--- src/rtl/ram_fifo_fwft_ctrl.sv ---
// First-word-fall-through FIFO controller in front of a dual-port RAM with registered
// read data; a 2-entry output queue hides the RAM read latency so both sides stream at full rate.
module ram_fifo_fwft_ctrl #(
   parameter int DEPTH      = 2048,
   parameter int WIDTH      = 8,
   parameter int DEPTH_BITS = $clog2(DEPTH)
) (
   input  logic                  clock,
   input  logic                  reset_n,
   input  logic                  in_valid,
   output logic                  in_ready,
   input  logic [WIDTH-1:0]      in_data,
   output logic                  out_valid,
   input  logic                  out_ready,
   output logic [WIDTH-1:0]      out_data,
   output logic [DEPTH_BITS+1:0] level,
   output logic [DEPTH_BITS-1:0] ram_address_a,
   output logic                  ram_wren_a,
   output logic [WIDTH-1:0]      ram_data_a,
   output logic [DEPTH_BITS-1:0] ram_address_b,
   input  logic [WIDTH-1:0]      ram_q_b
);

   localparam logic [DEPTH_BITS:0] RAM_FULL = (DEPTH_BITS+1)'(DEPTH);

   logic [DEPTH_BITS-1:0]     wr_ptr_q, wr_ptr_d;
   logic [DEPTH_BITS-1:0]     rd_ptr_q, rd_ptr_d;
   logic [DEPTH_BITS:0]       ram_count_q, ram_count_d;
   logic                      inflight_q, inflight_d;
   logic [1:0][WIDTH-1:0]     outq_q, outq_d;
   logic [1:0]                outq_cnt_q, outq_cnt_d;
   logic [DEPTH_BITS+1:0]     level_q, level_d;

   logic                      push, pop, issue;
   logic [1:0]                occ, cnt_after;

   assign in_ready      = reset_n && (ram_count_q < RAM_FULL);
   assign push          = in_valid && in_ready;
   assign out_valid     = (outq_cnt_q != 2'd0);
   assign pop           = out_valid && out_ready;
   assign out_data      = outq_q[0];
   assign level         = level_q;

   assign ram_address_a = wr_ptr_q;
   assign ram_wren_a    = push;
   assign ram_data_a    = in_data;
   assign ram_address_b = rd_ptr_q;

   // Reserve an outq slot for every read in flight so the queue can never overflow.
   assign occ       = outq_cnt_q + {1'b0, inflight_q} - {1'b0, pop};
   assign issue     = (ram_count_q != '0) && (occ < 2'd2);
   assign cnt_after = outq_cnt_q - {1'b0, pop};

   always_comb begin
      wr_ptr_d    = wr_ptr_q;
      rd_ptr_d    = rd_ptr_q;
      ram_count_d = ram_count_q;
      inflight_d  = issue;
      outq_d      = outq_q;
      outq_cnt_d  = cnt_after + {1'b0, inflight_q};
      level_d     = level_q + (DEPTH_BITS+2)'(push) - (DEPTH_BITS+2)'(pop);

      if (push)  wr_ptr_d = wr_ptr_q + 1'b1;
      if (issue) rd_ptr_d = rd_ptr_q + 1'b1;
      case ({push, issue})
         2'b10:   ram_count_d = ram_count_q + 1'b1;
         2'b01:   ram_count_d = ram_count_q - 1'b1;
         default: ram_count_d = ram_count_q;
      endcase

      if (pop) outq_d[0] = outq_q[1];
      // With a read in flight at most one entry remains after the pop.
      if (inflight_q) outq_d[cnt_after[0]] = ram_q_b;
   end

   always_ff @(posedge clock) begin
      if (!reset_n) begin
         wr_ptr_q    <= '0;
         rd_ptr_q    <= '0;
         ram_count_q <= '0;
         inflight_q  <= 1'b0;
         outq_q      <= '0;
         outq_cnt_q  <= '0;
         level_q     <= '0;
      end else begin
         wr_ptr_q    <= wr_ptr_d;
         rd_ptr_q    <= rd_ptr_d;
         ram_count_q <= ram_count_d;
         inflight_q  <= inflight_d;
         outq_q      <= outq_d;
         outq_cnt_q  <= outq_cnt_d;
         level_q     <= level_d;
      end
   end

endmodule
--- config.mk ---
export PLATFORM = sky130hd
export DESIGN_NAME = ram_fifo_fwft_ctrl
export DESIGN_NICKNAME = d
export VERILOG_FILES = /design/src/rtl/ram_fifo_fwft_ctrl.sv
export SDC_FILE = /design/constraint.sdc
export NUM_CORES = 1
export LEC_CHECK = 0
export BUFFER_PORTS_ARGS = -buffer_cell sky130_fd_sc_hd__buf_2
export CAP_MARGIN = 25
export CORE_AREA = 2 2 109 111
export CTS_BUF_LIST = sky130_fd_sc_hd__clkbuf_8
export DETAILED_ROUTE_END_ITERATION = 16
export DIE_AREA = 0 0 111 113
export MAX_ROUTING_LAYER = met4
export PLACE_DENSITY = 0.52
export SYNTH_ARGS = -nofsm -noshare
export SYNTH_HDL_FRONTEND = slang
export SYNTH_SLANG_ARGS = --single-unit
--- constraint.sdc ---
create_clock -name clock -period 7.28 [get_ports clock]
set_input_delay 0.364 -clock clock [delete_from_list [all_inputs] [get_ports clock]]
set_output_delay 0.364 -clock clock [all_outputs]
set_load 0.1 [all_outputs]
==> summary.md <==
| Metric | Value |
|---|---|
| Gr usage total | `13.5%` |
| Layout cells sized above 1 | `17.0%` |
| Fmax | `276 MHz` |
| Largest net degree at the start of global routing | `72` |
| Maxcap violations | `0` |
| DR vias/cell | `4.79` |
| Initial Util | `34.5%` |
| GP Congestion | `0.779` |
| Post-CTS Setup Bufs | `0` |
| CP Cell Sequence | `nor2b_1 > mux2_4 > a21oi_2 > ha_1 > ha_1 > a21o_1 > a21o_1 > or4_1 > mux2i_1 > a21oi_1 > mux2_2` |
| Total Wirelength | `7.72 mm` |
| Critical path type | `flip-flop to flip-flop` |
| Slowest CP cell | `ha_1` |
| H-tree levels | `3` |
| Commonest non-fill, non-tap cell in the layout | `dfxtp_1` |
| Std cell rows | `39` |
| Tightest Hold Check Type | `primary input to flip-flop` |
| Placed inst area | `4180 sq um` |
| GR Overflow Total | `0` |
| Top sig layer | `met4` |
| Pwr per Cell Area | `484 nW/um^2` |
| Synth area leader | `dfxtp_1` |
| #FFs+latches synth | `66` |
| Minimum clock period | `3630 ps` |
| Die area | `12500 sq um` |
| Met2 wire len | `3.46 mm` |
| Routed wl met3 | `335 um` |
| Syn Nets | `483` |
| PostCTS Resize Cnt | `0` |
| Worst Max-Slew Pin Slew | `619 ps` |
| Worst path max stage delay | `580 ps` |
| Post-DRT Antenna Nets | `0` |
| Wirelength per Cell | `12.5 um` |
| CTS tree | `yes` |
| Post-synth EDFFs | `0` |
| Status | `completed` |
| Pre-CTS setup slack | `3430 ps` |
| # IOs | `74` |
| Post-cts hold buffer count | `0` |
| Top FF cell, synth | `dfxtp_1` |
| Synth top area share | `34.0%` |
| Most frequent cells in the layout | `dfxtp_1, buf_2, and2_1` |
| Post-DP HPWL | `5.63 mm` |
| Final setup viols | `0` |
| Final instance area | `4360 sq um` |
| Arrival @ worst endpoint | `3860 ps` |
| Final Hold Fails | `0` |
| Sequential cell area | `1320 sq um` |
| Sink Count | `66` |
| Complex-gate fraction of the synthesized area | `13.5%` |
| Top cells by area, synth | `dfxtp_1, ha_1, and2_1` |
| Routed length on met1 | `3.81 mm` |
| Clock Pin Slew Worst Setup and Hold Paths | `70 ps` |
| Fin crit share | `49.8%` |
| Post-synthesis simple-gate area fraction | `21.4%` |
| Max-slew violations | `0` |
| DR iter-0 viols | `161` |
| Residual DRC | `0` |
| Yosys cell types | `50` |
| Total Nets Final | `521` |
| Worst setup margin | `3650 ps` |
| Total power | `2.11 mW` |
| First-pass GRT wire length | `13.6 mm` |
| Die H | `113 um` |
| Setup TNS | `0 ps` |
| Critical Path RT | `7510 ps` |
| LEAKAGE | `2.10 nW` |
| Xor-xnor portion of the synthesized cell area | `7.88%` |
| Synth Area per Inst | `8.96 sq um` |
| Multiplexer share of the synthesized area | `6.34%` |
| Worst Skew | `5.65 ps` |
| Ant diodes | `0` |
| Multi-input gate area | `2290 sq um` |
| Drt pass-1 iters | `4` |
| Seq/Total Area, Yosys | `34.0%` |
| Cell area after synthesis | `3890 sq um` |
| Async SR Flop Fraction | `0%` |
| Setup crit end kind | `flip-flop` |
| Clock Latency Late Sink | `340 ps` |
| Crit Path Max Fanout | `13` |
| Synth Area in Adders | `9.71%` |
| Vias in the first global route | `2881` |
| Die X | `111 um` |
| Critical Path Source Type | `flip-flop` |
| Post-Syn Instances | `434` |
| Root buf cell | `clkbuf_8` |
| Synth warnings | `0` |
| Largest family of logic cells by synthesized area | `simple AND/OR/NAND/NOR gates` |
| Via count | `2972` |
| CTS Buf Count | `9` |
| Maximum VDD drop | `281 uV` |
| RSZ-0062 raised after global routing | `false` |
| Filler cells | `1143` |
| Area Growth Syn to Fin | `12.2%` |
| Initial antenna violation count | `0` |
| Core box area | `11300 sq um` |
| Max-slew headroom | `58.8%` |
| PortBufs | `57` |
| Clock buffer depth | `2` |
## flip-flops by register name, indices dropped and copies added, names as in the netlist
signal and cells:
inflight_q 1, level 13, ram_count_q 12, ram_address_a 11
ram_address_b 11, out_data 8, outq_cnt_q 2, outq_q 8
## per-stage QoR
stage	hold WS, ps	std cells	util [%]
final	276	620	38.7
after floorplan	482	434	-
after global placement	482	604	37.1
after detailed placement	498	604	37.1
after CTS	254	620	38.7
after global routing	262	620	38.7
## Yosys cell counts, types with 11 or more instances
| master | number |
|---|---|
| a21oi_1 | 16 |
| and2_1 | 36 |
| buf_4 | 17 |
| clkbuf_1 | 13 |
| dfxtp_1 | 66 |
| ha_1 | 27 |
| inv_1 | 26 |
| mux2i_1 | 22 |
| nand2_1 | 34 |
| nand4_1 | 11 |
| nor2_1 | 11 |
| nor2b_1 | 16 |
| o211a_1 | 11 |
| o21ai_0 | 15 |
| xnor2_1 | 22 |
| xor2_1 | 13 |
## kinds of logic (layout without fill, tap and decap cells)
family	Yosys count	in the layout
AND/OR/NAND/NOR	149	149
flip-flops	66	66
buffers and inverters	57	100
adder cells (fa/ha/maj)	29	29
multiplexers	24	24
AO/OA/AOI/OAI	74	74
XOR/XNOR	35	35
## worst paths after layout
check	from	to	slack, ps	cells after the start
setup / recovery	inflight_q$_SDFF_PN0_	ram_count_q[11]$_SDFFE_PN0P_	3650	11
hold / removal	ram_q_b[3]	out_data[3]$_SDFF_PN0_	280	2
setup reg to reg	inflight_q$_SDFF_PN0_	ram_count_q[11]$_SDFFE_PN0P_	3650	11
hold reg to reg	ram_address_a[1]$_SDFFE_PN0P_	ram_address_a[1]$_SDFFE_PN0P_	500	2
## per-layer routing
layer	vias up	global-route usage, %
met5	-	-
met4	0	5.42
met3	7	3.75
met2	39	20.5
met1	1371	17.1
li1	1555	-
## where the power goes
group / total, mW / switching [mW] / internal (mW)
Combinational: 1.31 / 0.843 / 0.466
Clock: 0.285 / 0.137 / 0.148
Sequential: 0.519 / 0.0741 / 0.445
## layout make-up
cell class	count	area share, %
Clock buffer	12	3.79
Timing Repair Buffer	58	6.71
Clock inverter	4	0.401
Multi-Input combinational cell	311	52.5
Sequential cell	66	30.3
Inverter	26	2.24
Tap cell	143	4.10
## worst max-delay path: cells and delay by family, from the launching register on
| family | cells | cell delay (ps) |
|---|---|---|
| AND/OR/NAND/NOR | 2 | 580 |
| AO/OA/AOI/OAI | 4 | 850 |
| flip-flops | 1 | 370 |
| multiplexers | 3 | 740 |
| adder cells (fa/ha/maj) | 2 | 970 |
(Power assumes the default switching activity.)
